File: src/rtl/tcp_msg_poller_sched.sv
// tcp_msg_poller_sched: round-robin scheduler that turns satisfied TCP poll requests into notifications
`ifndef MSG_SRC_X_WIDTH
`define MSG_SRC_X_WIDTH 8
`endif
`ifndef MSG_SRC_Y_WIDTH
`define MSG_SRC_Y_WIDTH 8
`endif
`ifndef NOC_FBITS_WIDTH
`define NOC_FBITS_WIDTH 4
`endif
module tcp_msg_poller_sched #(
    parameter int MAX_FLOW_CNT = 64,
    parameter int FLOWID_W = 6,
    parameter int POLLER_PTR_W = 16
) (
    input  logic                        clk,
    input  logic                        rst,
    input  logic [MAX_FLOW_CNT-1:0]     active_bitvec,
    output logic                        sched_active_bitvec_clear_val,
    output logic [FLOWID_W-1:0]         sched_active_bitvec_clear_flowid,
    output logic                        sched_msg_req_mem_rd_val,
    output logic [FLOWID_W-1:0]         sched_msg_req_mem_rd_addr,
    input  logic                        msg_req_mem_sched_rd_rdy,
    input  logic                        msg_req_mem_sched_rd_resp_val,
    input  logic [POLLER_PTR_W-1:0]     msg_req_mem_sched_rd_resp_len,
    input  logic [`MSG_SRC_X_WIDTH-1:0] msg_req_mem_sched_rd_resp_dst_x,
    input  logic [`MSG_SRC_Y_WIDTH-1:0] msg_req_mem_sched_rd_resp_dst_y,
    input  logic [`NOC_FBITS_WIDTH-1:0] msg_req_mem_sched_rd_resp_dst_fbits,
    output logic                        sched_ptr_mem_rd_req_val,
    output logic [FLOWID_W-1:0]         sched_ptr_mem_rd_req_flowid,
    input  logic                        ptr_mem_sched_rd_req_rdy,
    input  logic                        ptr_mem_sched_rd_resp_val,
    input  logic [POLLER_PTR_W-1:0]     ptr_mem_sched_rd_resp_head,
    input  logic [POLLER_PTR_W-1:0]     ptr_mem_sched_rd_resp_commit,
    output logic                        sched_notif_val,
    output logic [FLOWID_W-1:0]         sched_notif_flowid,
    output logic [POLLER_PTR_W-1:0]     sched_notif_len,
    output logic [`MSG_SRC_X_WIDTH-1:0] sched_notif_dst_x,
    output logic [`MSG_SRC_Y_WIDTH-1:0] sched_notif_dst_y,
    output logic [`NOC_FBITS_WIDTH-1:0] sched_notif_dst_fbits,
    input  logic                        notif_sched_rdy
);
    localparam logic [2:0] IDLE   = 3'd0;
    localparam logic [2:0] RD_REQ = 3'd1;
    localparam logic [2:0] WAIT   = 3'd2;
    localparam logic [2:0] CHECK  = 3'd3;
    localparam logic [2:0] NOTIF  = 3'd4;

    logic [2:0]              state;
    logic [FLOWID_W-1:0]     rr_ptr, cur_flowid, pick_flowid;
    logic [MAX_FLOW_CNT-1:0] rot;
    logic                    req_acc, ptr_acc, req_cap, ptr_cap;
    logic                    req_hs, ptr_hs, req_resp, ptr_resp, notif_hs, in_rd, ready;
    logic [POLLER_PTR_W-1:0] req_len, head, commit, avail, notif_len;
    logic [`MSG_SRC_X_WIDTH-1:0] dst_x;
    logic [`MSG_SRC_Y_WIDTH-1:0] dst_y;
    logic [`NOC_FBITS_WIDTH-1:0] dst_fbits;

    assign in_rd    = (state == RD_REQ) || (state == WAIT);
    assign req_hs   = sched_msg_req_mem_rd_val & msg_req_mem_sched_rd_rdy;
    assign ptr_hs   = sched_ptr_mem_rd_req_val & ptr_mem_sched_rd_req_rdy;
    assign req_resp = in_rd & req_acc & ~req_cap & msg_req_mem_sched_rd_resp_val;
    assign ptr_resp = in_rd & ptr_acc & ~ptr_cap & ptr_mem_sched_rd_resp_val;
    assign notif_hs = sched_notif_val & notif_sched_rdy;
    assign avail    = commit - head;
    assign ready    = (req_len == '0) ? (avail != '0) : (avail >= req_len);

    assign sched_msg_req_mem_rd_val         = (state == RD_REQ) & ~req_acc;
    assign sched_msg_req_mem_rd_addr        = cur_flowid;
    assign sched_ptr_mem_rd_req_val         = (state == RD_REQ) & ~ptr_acc;
    assign sched_ptr_mem_rd_req_flowid      = cur_flowid;
    assign sched_notif_val                  = state == NOTIF;
    assign sched_notif_flowid               = cur_flowid;
    assign sched_notif_len                  = notif_len;
    assign sched_notif_dst_x                = dst_x;
    assign sched_notif_dst_y                = dst_y;
    assign sched_notif_dst_fbits            = dst_fbits;
    assign sched_active_bitvec_clear_val    = notif_hs;
    assign sched_active_bitvec_clear_flowid = cur_flowid;

    // rotate the bitvector so rr_ptr lands on bit 0, then take the lowest set bit
    always_comb begin
        rot = MAX_FLOW_CNT'({active_bitvec, active_bitvec} >> rr_ptr);
        pick_flowid = rr_ptr;
        for (int i = MAX_FLOW_CNT - 1; i >= 0; i--)
            if (rot[i]) pick_flowid = rr_ptr + FLOWID_W'(i);
    end

    // control FSM: select, issue both reads, collect both responses, decide, notify
    always_ff @(posedge clk or negedge rst) begin
        if (!rst) begin
            state      <= IDLE;
            rr_ptr     <= '0;
            cur_flowid <= '0;
            req_acc    <= 1'b0;
            ptr_acc    <= 1'b0;
            req_cap    <= 1'b0;
            ptr_cap    <= 1'b0;
        end else begin
            case (state)
                IDLE: if (|active_bitvec) begin
                    cur_flowid <= pick_flowid;
                    req_acc    <= 1'b0;
                    ptr_acc    <= 1'b0;
                    req_cap    <= 1'b0;
                    ptr_cap    <= 1'b0;
                    state      <= RD_REQ;
                end
                RD_REQ: begin
                    if (req_hs) req_acc <= 1'b1;
                    if (ptr_hs) ptr_acc <= 1'b1;
                    if ((req_acc | req_hs) & (ptr_acc | ptr_hs)) state <= WAIT;
                end
                WAIT: if ((req_cap | req_resp) & (ptr_cap | ptr_resp)) state <= CHECK;
                CHECK: begin
                    rr_ptr <= cur_flowid + 1'b1;
                    state  <= (active_bitvec[cur_flowid] & ready) ? NOTIF : IDLE;
                end
                NOTIF: if (notif_hs) state <= IDLE;
                default: state <= IDLE;
            endcase
            if (req_resp) req_cap <= 1'b1;
            if (ptr_resp) ptr_cap <= 1'b1;
        end
    end

    // capture response payloads and freeze the reported length for the notification
    always_ff @(posedge clk or negedge rst) begin
        if (!rst) begin
            req_len   <= '0;
            dst_x     <= '0;
            dst_y     <= '0;
            dst_fbits <= '0;
            head      <= '0;
            commit    <= '0;
            notif_len <= '0;
        end else begin
            if (req_resp) begin
                req_len   <= msg_req_mem_sched_rd_resp_len;
                dst_x     <= msg_req_mem_sched_rd_resp_dst_x;
                dst_y     <= msg_req_mem_sched_rd_resp_dst_y;
                dst_fbits <= msg_req_mem_sched_rd_resp_dst_fbits;
            end
            if (ptr_resp) begin
                head   <= ptr_mem_sched_rd_resp_head;
                commit <= ptr_mem_sched_rd_resp_commit;
            end
            if (state == CHECK) notif_len <= (req_len == '0) ? avail : req_len;
        end
    end
endmodule

File: config.mk
export PLATFORM = sky130hd
export DESIGN_NAME = tcp_msg_poller_sched
export DESIGN_NICKNAME = d
export VERILOG_FILES = /design/src/rtl/tcp_msg_poller_sched.sv
export SDC_FILE = /design/constraint.sdc
export NUM_CORES = 1
export LEC_CHECK = 0
export BUFFER_PORTS_ARGS = -buffer_cell sky130_fd_sc_hd__buf_2
export CORE_UTILIZATION = 25
export DETAILED_ROUTE_END_ITERATION = 16
export MAX_ROUTING_LAYER = met4
export PLACE_DENSITY_LB_ADDON = 0.12
export RECOVER_POWER = 100
export SLEW_MARGIN = 20
export SYNTH_ARGS = -nofsm -noshare
export SYNTH_HDL_FRONTEND = slang
export SYNTH_SLANG_ARGS = --single-unit
File: constraint.sdc
create_clock -name clk -period 6.85 [get_ports clk]
set_input_delay 0.3425 -clock clk [delete_from_list [all_inputs] [get_ports clk]]
set_output_delay 0.3425 -clock clk [all_outputs]
set_load 0.02 [all_outputs]
**Word level (Yosys, flattened, before mapping)**

Cells that the tools add are included.

- Flip-flop bits (word level): 103
- Bits in read-only memories: 0
- Memory bits (writable): 0
- Memories: 0
- Output and inout port bits: 64
- Bits in latches: 0
- Word-level logic and storage cells: 212
- Input port bits: 139

- Equal/unequal tests: 10
- $add $sub $neg: 65
- Multipliers: 0
- Bitwise gates (word level): 22
- Shift-type cells: 1
- Mux-type cells: 82
- $lt $le $gt $ge: 2
- Divide/modulo/power cells: 0
- Reduce and logical (&&, ||, !) cells: 16

Operators with widths:

| kind | count |
|---|---|
| $mux W6 | 64 |
| $add A6 B6 Y6 const B | 32 |
| $shr A128 B6 Y64 | 1 |
| $add A6 B5 Y6 const B | 16 |
| $reduce_or A64 Y1 | 1 |
| $add A6 B4 Y6 const B | 8 |
| $add A6 B3 Y6 const B | 4 |
| $ge A16 B16 Y1 | 1 |
| $logic_not A16 Y1 | 1 |
| $mux W16 | 1 |
| $reduce_bool A16 Y1 | 1 |
| $sub A16 B16 Y16 | 1 |
| $mux W3 | 5 |
| $pmux W3 S5 | 1 |
| $and A1 B1 Y1 | 14 |
| $add A6 B1 Y6 const B | 2 |
| $add A6 B2 Y6 const B | 2 |
| $reduce_bool A2 Y1 | 5 |
| $mux W1 | 8 |
| $ne A2 B2 Y1 const B | 4 |
| $lt A6 B7 Y1 const B | 1 |
| $bmux W1 S6 | 1 |
| $eq A3 B2 Y1 const B | 2 |
| $reduce_and A2 Y1 | 3 |
| 10 further kinds | 19 |

**Longest topological paths before layout**

Gate-level depths: netlist (run 1).

- Depth in word-level cells: 65
- Mapped depth: 22
- Depth with buffers taken out: 21

**Worst setup path before layout (run 1)**

Ideal clock, no wire load.

- Path kind: register to register
- Start point: register rr_ptr[2]
- End point: register cur_flowid[5], in the netlist sched_active_bitvec_clear_flowid[5]
- Data arrival time: 4.643 ns
- Cell stages (with the launch flop): 21
- Required time: 6.732 ns
- Clock period less this slack: 4.761 ns
- Path slack: 2.089 ns
- Setup time: 0.118 ns
- Buffers on the path: 8
- Path through: dfrtp_1 clkbuf_1 inv_2 clkbuf_1 clkbuf_1 buf_2 buf_4 clkbuf_1 buf_1 ha_1 clkbuf_1 nand2_1 nand2_1 xnor2_1 a2111oi_0 o2111ai_1 nor4_1 o21ai_0 a311oi_1 o211ai_1 a21o_1

- Longest elaborated chain between the ends: 65
- Elaborated cells between the ends (all ways): 128
- Those cells by class: 63 x add/sub; 1 x shift; 64 x mux

RTL lines:

| element | RTL line | text |
|---|---|---|
| start, declared | 50 | `logic [FLOWID_W-1:0] rr_ptr, cur_flowid, pick_flowid;` |
| start signal, assigned | 116 | `rr_ptr <= cur_flowid + 1'b1;` |
| $shr A128 B6 Y64 / $add A6 B6 Y6 (equally long branches) | 83, 86 |  |
| $mux W6 (63 in a row) | 86 | `if (rot[i]) pick_flowid = rr_ptr + FLOWID_W'(i);` |
| $mux W6 (*) | 86 |  |
| end signal, assigned | 102 | `cur_flowid <= pick_flowid;` |
| end, declared | 50 |  |

Mark *: on every way between the ends. The rest lies on a longest branch, timed or not.
A chain may end at the register's enable or synchronous reset.

**Worst setup path after layout (run 1)**

- Start point: register rr_ptr[3]
- End point: register cur_flowid[2], in the netlist sched_active_bitvec_clear_flowid[2]

- Longest elaborated chain between the ends: 65

RTL lines:

| element | RTL line | text |
|---|---|---|
| $shr A128 B6 Y64 (*) | 83 | `rot = MAX_FLOW_CNT'({active_bitvec, active_bitvec} >> rr_ptr);` |
| $mux W6 (63 in a row) | 86 |  |
| $mux W6 (*) | 86 |  |

Marks and branches as above.

==> results of run 1 <==
## state kept, by name, indices dropped and copies added (netlist names)
| name | flops |
|---|---|
| commit | 16 |
| head | 16 |
| req_len | 16 |
| sched_notif_len | 16 |
| sched_notif_dst_x | 8 |
| sched_notif_dst_y | 8 |
| rr_ptr | 6 |
| sched_active_bitvec_clear_flowid | 6 |
| sched_notif_dst_fbits | 4 |
| state | 3 |
| ptr_acc | 1 |
| ptr_cap | 1 |
| req_acc | 1 |
| req_cap | 1 |
## cell families (layout without fill, tap and decap cells)
kind of cell / Yosys count / in the layout
other: 0 / 1
DFF: 103 / 103
xor gates and xnor gates: 75 / 75
buffers and inverters: 317 / 397
and+or+nand+nor: 672 / 672
AOI/OAI and AO/OA: 662 / 662
muxes: 432 / 432
adders and majority gates: 49 / 49
## layout make-up
cell class,count,share of cell area
multi-input combinational,1890,0.7198
sequential,103,0.1175
timing repair buffer,306,0.07728
tap,1050,0.05936
inverter,75,0.01289
clock buffer,10,0.01034
clock inverter,6,0.002713
antenna,1,0.0001131
## Yosys cell counts, types with 22 or more instances
| library cell | n |
|---|---|
| sky130_fd_sc_hd__o211ai_1 | 39 |
| sky130_fd_sc_hd__a21oi_1 | 147 |
| sky130_fd_sc_hd__clkbuf_1 | 117 |
| sky130_fd_sc_hd__and3_1 | 22 |
| sky130_fd_sc_hd__o22ai_1 | 33 |
| sky130_fd_sc_hd__a21o_1 | 33 |
| sky130_fd_sc_hd__nor3_1 | 40 |
| sky130_fd_sc_hd__mux2i_1 | 121 |
| sky130_fd_sc_hd__nand3_1 | 42 |
| sky130_fd_sc_hd__a211oi_1 | 23 |
| sky130_fd_sc_hd__nand2_1 | 250 |
| sky130_fd_sc_hd__inv_1 | 70 |
| sky130_fd_sc_hd__o21ai_0 | 147 |
| sky130_fd_sc_hd__dfrtp_1 | 103 |
| sky130_fd_sc_hd__xnor2_1 | 59 |
| sky130_fd_sc_hd__mux2_2 | 105 |
| sky130_fd_sc_hd__mux4_2 | 200 |
| sky130_fd_sc_hd__ha_1 | 48 |
| sky130_fd_sc_hd__buf_2 | 49 |
| sky130_fd_sc_hd__nor4_1 | 34 |
| sky130_fd_sc_hd__buf_4 | 46 |
| sky130_fd_sc_hd__nor2_1 | 156 |
## stage by stage
step / cell area, um2 / utilization / setup WS, ns
floorplan: 20010 / - / 2.089
global placement: 21940 / 0.2773 / 0.9086
detailed placement: 21970 / 0.2777 / 1.135
CTS: 22260 / 0.2813 / 1.058
global route: 22130 / 0.2797 / 0.5074
finish: 22130 / 0.2797 / 0.6951
## worst max path at each step
| stage | slack, ns | cells after the start | from | endpoint |
|---|---|---|---|---|
| 6_report | 0.70 | 12 | rr_ptr[3] | sched_active_bitvec_clear_flowid[2] |
| 5_1_grt | 0.51 | 13 | rr_ptr[0] | sched_active_bitvec_clear_flowid[5] |
| 4_1_cts | 1.06 | 13 | rr_ptr[0] | sched_active_bitvec_clear_flowid[5] |
| 3_5_place_dp | 1.14 | 13 | rr_ptr[0] | sched_active_bitvec_clear_flowid[5] |
| 3_3_place_gp | 0.91 | 12 | rr_ptr[3] | sched_active_bitvec_clear_flowid[1] |
| 2_1_floorplan | 2.09 | 20 | rr_ptr[2] | sched_active_bitvec_clear_flowid[5] |
## critical path: stages (launching register included)
cell and delay, ns:
sky130_fd_sc_hd__dfrtp_4 0.97, sky130_fd_sc_hd__buf_4 0.42, sky130_fd_sc_hd__mux4_2 0.59, sky130_fd_sc_hd__mux2_2 0.30, sky130_fd_sc_hd__mux4_2 0.56, sky130_fd_sc_hd__o21bai_1 1.29
sky130_fd_sc_hd__nand2_1 0.49, sky130_fd_sc_hd__a21oi_1 0.23, sky130_fd_sc_hd__o21ai_0 0.15, sky130_fd_sc_hd__a2111oi_0 0.42, sky130_fd_sc_hd__o21ai_0 0.15, sky130_fd_sc_hd__a211o_1 0.32
sky130_fd_sc_hd__a21oi_1 0.12
## layer usage
layer	vias up	global-route usage	part of all wire	wire [um]
met5	-	-	0	0
met2	1625	0.4343	0.44	51400
met3	325	0.05600	0.11	12520
li1	9084	-	-	-
met4	0	0.1202	0.053	6093
met1	11030	0.3685	0.40	45970
==> impl_metrics.ini, run 1 <==
[status]
run_status = complete, but fails checks
failed_checks = capacitance limit, slew limit

[floorplanning]
die_height_um = 284.9
rows = 103
die-width_um = 284.9
pin_count = 203
design.core.area_um2 = 79130
initial_utilization = 0.2529
fp.dieArea_um2 = 81190

[placed_design]
port-buffer-count = 202
finalWeightedCongestion = 1.088
numPlacedInstances = 3424
hpwlAfterDp_um = 87280

[min_path]
hold_path_depth = 3
min-delay-path-class = input pin to flip-flop
worstHoldEndpoint = head[4]
worst_hold_startpoint = ptr_mem_sched_rd_resp_head[4]

[worst_setup_path]
critical_path_required_ns = 7.15
rr_endpoint = sched_active_bitvec_clear_flowid[2]
critPathCaptureType = flip-flop
worstPathMaxFanout = 54
worstSetupPathType = flip-flop to flip-flop
setup.worst_path.start_class = flip-flop
timing.reg2reg.setup_slack_ns = 0.70
critical_path_at_ns = 6.46
timing.rr.start = rr_ptr[3]
reg2reg_depth = 12

[finish]
instances_no_fill = 3441
multi_input_comb_area_um2 = 15930
layout.nets = 2573
ff_latch_area_um2 = 2600
drive_above_1_share = 0.2527
area_growth_pct = 10.60
most_frequent_cells_in_the_layout = 250 x sky130_fd_sc_hd__nand2_1, 200 x sky130_fd_sc_hd__mux4_2, 156 x sky130_fd_sc_hd__nor2_1
layout_commonest_cell = sky130_fd_sc_hd__nand2_1
nFillCells = 8607

[sta]
timing_worst_slew_pin_value_ns = 2.936
post_route_minimum_period_ns = 6.155
maxClockFrequency_mhz = 162.5
drv_slew = 220
holdWs_ns = 0.1689
timing.clock.skew_ns = 0.01721
rsz0062_at_grt = false
slew_headroom = -0.9575
timing.setup.tns_ns = 0
final_worst_path_cycle_share = 0.8985
final-hold-violation-count = 0
setup_viol = 0

[clock_network]
clock-sinks = 103
worst_skew_pair.late_latency_ns = 0.38
post_cts_resized = 0
hold_buffers = 0
cts.reportedPaths.clkPinSlew_ns = 0.09
cts-root-to-sink-buffers = 2
clockRootBuffer = sky130_fd_sc_hd__clkbuf_16
cts_tree = yes
h_tree_levels = 3
num_cts_buffers = 9
post_cts_buffers = 0

[synth]
synth.ff_latch_count = 103
synthesis.nets = 2498
synth_top_family_by_area = multiplexers
compound_gate_portion_of_the_synthesized_area = 0.2216
post_synth_mux_area_share = 0.3517
post_synth_fa_ha_maj_area_fraction = 0.03101
synth.area.top_cells = sky130_fd_sc_hd__mux4_2 23%, sky130_fd_sc_hd__dfrtp_1 13%, sky130_fd_sc_hd__mux2i_1 6.1%, sky130_fd_sc_hd__mux2_2 5.9%, sky130_fd_sc_hd__nand2_1 4.7%
number_of_library_cell_types_mapped_by_synthesis = 91
synth_area_per_cell_um2 = 8.664
synth_area_um2 = 20010
ys.warnings.count = 0
fraction_of_post_synthesis_cell_area_in_the_top_cell_type_by_area = 0.2251
synthesized_area_fraction_occupied_by_and_or_nand_nor_cells = 0.1584
synth_top_flop_cell = sky130_fd_sc_hd__dfrtp_1
count_of_flip_flops_with_a_built_in_enable_after_synthesis = 0
synth_top_area_cell = sky130_fd_sc_hd__mux4_2
synth_async_sr_flop_share = 1.000
register_area_share_after_synthesis = 0.1288
syn_inst = 2310
synth_xor_area_frac = 0.03282

[global_route]
grt.total_usage = 0.2856
antenna_found_initial = 1
grt_max_degree = 61
grt.overflow.total = 0
grt_first_pass_wirelength_um = 163800
grt_pass1_vias = 21340

[route]
detail_route.wl_per_cell_um = 33.70
drt_iter0_markers = 3125
drcViolationCount = 0
wl_um = 116000
antenna_left = 0
vias = 22060
drt_pass1_iterations = 6
vias_per_cell = 6.412

[job]
timing.max_cap.violations = 7
Power of run 1 is not shown: default switching activity piles up to over one toggle a cycle in this logic, so the estimate is an artifact.
==> run 2: changes to the inputs <==
--- a/config.mk
+++ b/config.mk
@@ -11,6 +11,7 @@
 export MAX_ROUTING_LAYER = met4
 export PLACE_DENSITY_LB_ADDON = 0.12
 export RECOVER_POWER = 100
+export REMOVE_ABC_BUFFERS = 1
 export SLEW_MARGIN = 20
 export SYNTH_ARGS = -nofsm -noshare
 export SYNTH_HDL_FRONTEND = slang
==> impl_metrics.ini, run 2 (same netlist as run 1, synthesis figures left out) <==
[floorplanning]
design.core.area_um2 = 79130
pin_count = 203
die-width_um = 284.9
die_height_um = 284.9
rows = 103
initial_utilization = 0.2529
fp.dieArea_um2 = 81190

[route]
vias_per_cell = 6.365
drcViolationCount = 0
wl_um = 116700
antenna_left = 0
drt_pass1_iterations = 6
vias = 21860
detail_route.wl_per_cell_um = 33.98
drt_iter0_markers = 3001

[clock_network]
cts-root-to-sink-buffers = 2
worst_skew_pair.late_latency_ns = 0.38
num_cts_buffers = 9
clockRootBuffer = sky130_fd_sc_hd__clkbuf_16
cts.reportedPaths.clkPinSlew_ns = 0.09
clock-sinks = 103
post_cts_buffers = 0
cts_tree = yes
h_tree_levels = 3

[sta]
rsz0062_at_grt = false
timing.clock.skew_ns = 0.01393
slew_headroom = -0.5439
drv_slew = 321
maxClockFrequency_mhz = 163.3
setup_viol = 0
timing_worst_slew_pin_value_ns = 2.316
post_route_minimum_period_ns = 6.123
final_worst_path_cycle_share = 0.8938
final-hold-violation-count = 0

[finish]
area_growth_pct = 10.53
layout_commonest_cell = sky130_fd_sc_hd__nand2_1
layout.nets = 2560
drive_above_1_share = 0.2507
fin_area_um2 = 22120
most_frequent_cells_in_the_layout = 250 x sky130_fd_sc_hd__nand2_1, 200 x sky130_fd_sc_hd__mux4_2, 156 x sky130_fd_sc_hd__nor2_1

[global_route]
grt.overflow.total = 0
globalRouteMet2Util = 0.4452
grt_first_pass_wirelength_um = 165200
grt.total_usage = 0.2884
grt_pass1_vias = 20980
groute.layer.met1.usage = 0.3754
globalRoute.busiestLayer = met2
met3_usage = 0.04752
grt_max_degree = 102
antenna_found_initial = 9

[worst_setup_path]
worstPathMaxFanout = 60
critPathCaptureType = flip-flop
timing.rr.start = rr_ptr[3]
critical_path_required_ns = 7.10
timing.critical_path.from = rr_ptr[3]
setup.worst_path.start_class = flip-flop
critical_path_at_ns = 6.37
worstSetupPathType = flip-flop to flip-flop

[status]
run_status = complete, but fails checks
failed_checks = capacitance limit, slew limit

[placed_design]
hpwlAfterDp_um = 88310
finalWeightedCongestion = 0.9829
port-buffer-count = 202
place_area_um2 = 21900

[min_path]
min-delay-path-class = input pin to flip-flop
worst_hold_startpoint = ptr_mem_sched_rd_resp_head[12]

[job]
timing.max_cap.violations = 8
==> run 2: what timing repair did <==
item,4_1_cts,5_1_grt
hold buffers,1,0
hold endpoints to repair,34,0
gates resized for setup,0,0
==> run 2: routing by layer <==
layer  up-vias  share of wire
met5         -              0
met4         0          0.047
met3       286          0.093
met2      1470           0.45
met1     11050           0.41
li1       9055              -
==> run 2: layout make-up <==
class	count	area [um2]
Inverter	75	284.0
Clock inverter	7	83.83
Sequential cell	103	2597
Tap cell	1050	1314
Fill cell	8590	57010
Clock buffer	9	225.2
Timing Repair Buffer	293	1645
Antenna cell	8	20.02
Multi-Input combinational cell	1890	15950
==> run 2: final timing paths <==
path,cells past startpoint,slack [ns],to
hold / removal,3,0.16,head[12]
min in group asynchronous,2,1.07,sched_notif_len[12]
setup reg to reg,12,0.73,sched_active_bitvec_clear_flowid[4]
hold reg to reg,2,0.49,sched_notif_len[13]
setup / recovery,12,0.73,sched_active_bitvec_clear_flowid[4]
max in group asynchronous,3,2.82,rr_ptr[2]
==> run 2: worst max-delay path, cell delays in order (launching register included) <==
cell	delay (ns)
sky130_fd_sc_hd__dfrtp_2	1.41
sky130_fd_sc_hd__buf_4	0.49
sky130_fd_sc_hd__mux4_2	0.48
sky130_fd_sc_hd__mux4_2	0.52
sky130_fd_sc_hd__mux2i_1	0.58
sky130_fd_sc_hd__nand2_1	0.12
sky130_fd_sc_hd__o21ai_1	0.45
sky130_fd_sc_hd__inv_1	0.27
sky130_fd_sc_hd__nor3_1	0.84
sky130_fd_sc_hd__nand2_1	0.21
sky130_fd_sc_hd__a21o_1	0.20
sky130_fd_sc_hd__o21ai_0	0.27
sky130_fd_sc_hd__a41oi_1	0.08
==> run 2: metrics by stage <==
step | hold slack, ns | setup slack [ns] | cells | utilization | TNS (ns)
after floorplan | 0.04691 | -2.478 | 2068 | - | -12.43
after detailed placement | 0.3374 | 1.323 | 3410 | 0.2767 | 0
after global placement | 0.3317 | 1.278 | 3410 | 0.2764 | 0
after CTS | 0.1417 | 1.291 | 3427 | 0.2807 | 0
after global routing | 0.1598 | 0.5695 | 3434 | 0.2795 | 0
final | 0.1598 | 0.7272 | 3435 | 0.2795 | 0
Power of run 2 is left out for the same reason.
==> run 3: changes to the inputs <==
==> constraint.sdc (replaced) <==
create_clock -name clk -period 6.85 [get_ports clk]
set_input_delay 0 -clock clk [delete_from_list [all_inputs] [get_ports clk]]
set_output_delay 0 -clock clk [all_outputs]
set_load 0.02 [all_outputs]
==> impl_metrics.ini, run 3 (same netlist as run 1, synthesis figures left out) <==
[status]
run_status = complete, but fails checks
failed_checks = capacitance limit, slew limit

[sta]
final_critical_path_setup_slack_ns = 0.6989
final_worst_path_cycle_share = 0.8980
setup_viol = 0
final-hold-violation-count = 0
maxClockFrequency_mhz = 162.6
slew_headroom = -0.5549
timing.clock.skew_ns = 0.01429
timing_worst_slew_pin_value_ns = 2.332
drv_slew = 321
rsz0062_at_grt = false
timing.setup.tns_ns = 0
post_route_minimum_period_ns = 6.151

[route]
drt_iter0_markers = 2885
vias = 22260
topRoutingLayerUsed = met4
drcViolationCount = 0
detail_route.wl_per_cell_um = 33.49
wl_met3_um = 11090
drt_pass1_iterations = 6
vias_per_cell = 6.348
wl_um = 117500
route.met2.wl_um = 53030
metal1_wirelength_um = 48000
antenna_left = 0

[clock_network]
h_tree_levels = 3
cts.reportedPaths.clkPinSlew_ns = 0.09
num_cts_buffers = 9
cts_tree = yes
worst_skew_pair.late_latency_ns = 0.38
clockRootBuffer = sky130_fd_sc_hd__clkbuf_16
post_cts_resized = 0
clock-sinks = 103
cts-root-to-sink-buffers = 2

[finish]
layout.nets = 2632
most_frequent_cells_in_the_layout = 250 x sky130_fd_sc_hd__nand2_1, 200 x sky130_fd_sc_hd__mux4_2, 156 x sky130_fd_sc_hd__nor2_1
instances_no_fill = 3507
layout_commonest_cell = sky130_fd_sc_hd__nand2_1
fin_area_um2 = 22840
drive_above_1_share = 0.2434
area_growth_pct = 14.13

[worst_setup_path]
cp_slowest_stage_delay_ns = 1.42
critPathMostFrequentCell = sky130_fd_sc_hd__a211oi_1
critical_path_at_ns = 6.42
critPathCaptureType = flip-flop
critical-path-slowest-cell = sky130_fd_sc_hd__dfrtp_2
critical_path.cell_chain = buf_4 -> mux4_1 -> mux2_2 -> a222oi_1 -> nand2_1 -> o21a_1 -> a211oi_1 -> o311ai_1 -> a211oi_1 -> nor4_1 -> o32ai_2 -> mux2i_1 -> a211oi_2
critical_path_required_ns = 7.12
critical-path-top-delay-family = compound AO/OA/AOI/OAI gates
setup.worst_path.start_class = flip-flop
worstSetupPathType = flip-flop to flip-flop
worstPathMaxFanout = 60
cp_num_buf_inv = 1

[global_route]
grt_pass1_vias = 21280
grt.total_usage = 0.2896
grt_max_degree = 102
grt.overflow.total = 0
grt_first_pass_wirelength_um = 166100
antenna_found_initial = 9

[floorplanning]
design.core.area_um2 = 79130
pin_count = 203
initial_utilization = 0.2529
fp.dieArea_um2 = 81190
rows = 103
die_height_um = 284.9
die-width_um = 284.9

[placed_design]
finalWeightedCongestion = 0.9829
port-buffer-count = 202
place_area_um2 = 21900
numPlacedInstances = 3410
dp_slack_ns = 1.323
hpwlAfterDp_um = 88310

[min_path]
min-delay-path-class = input pin to flip-flop

[job]
timing.max_cap.violations = 8
==> run 3: cell count changes in the layout (fill, tap and decap cells not counted), sizes merged <==
| cell | previous run | this run |
|---|---|---|
| dlygate4sd3 | 1 | 73 |
==> run 3: through the flow <==
stage / hold slack (ns) / utilization
3_5_place_dp: -0.005060 / 0.2767
2_1_floorplan: -0.2956 / -
3_3_place_gp: -0.01077 / 0.2764
5_1_grt: 0.3376 / 0.2886
4_1_cts: 0.1282 / 0.2899
6_report: 0.3175 / 0.2887
==> run 3: worst paths after layout <==
| check | start | end | slack [ns] | depth (start not counted) |
|---|---|---|---|---|
| max | rr_ptr[3] | sched_active_bitvec_clear_flowid[0] | 0.70 | 13 |
| min | ptr_mem_sched_rd_resp_val | state[0] | 0.32 | 6 |
| max reg2reg | rr_ptr[3] | sched_active_bitvec_clear_flowid[0] | 0.70 | 13 |
| min reg2reg | sched_notif_len[13] | sched_notif_len[13] | 0.49 | 2 |
| max in group asynchronous | rst | rr_ptr[2] | 3.16 | 3 |
| min in group asynchronous | rst | sched_notif_len[12] | 0.74 | 2 |
==> run 3: worst reg2reg max path, delay by kind of cell (launching register included) <==
| family | cells | cell delay [ns] |
|---|---|---|
| AND/OR/NAND/NOR | 2 | 0.39 |
| buffers and inverters | 1 | 0.56 |
| AO/OA/AOI/OAI | 7 | 2.49 |
| flip-flops | 1 | 1.42 |
| multiplexers | 3 | 1.18 |
==> run 3: layout make-up <==
cell class,count,area (um2)
Fill cell,8523,56290
Multi-Input combinational cell,1890,15950
Sequential cell,103,2597
Timing Repair Buffer,365,2366
Tap cell,1050,1314
Inverter,75,284.0
Clock buffer,9,225.2
Clock inverter,7,83.83
Antenna cell,8,20.02
==> run 3: what timing repair did <==
item | CTS | global route
hold buffers | 73 | 0
setup buffers | 0 | 0
hold endpoints to repair | 108 | 0
==> run 3: metal layers <==
layer,track usage,up-vias
li1,-,9210
met1,0.3764,11180
met2,0.4476,1577
met3,0.04808,292
met4,0.1132,0
met5,-,-
Power of run 3 is left out for the same reason.
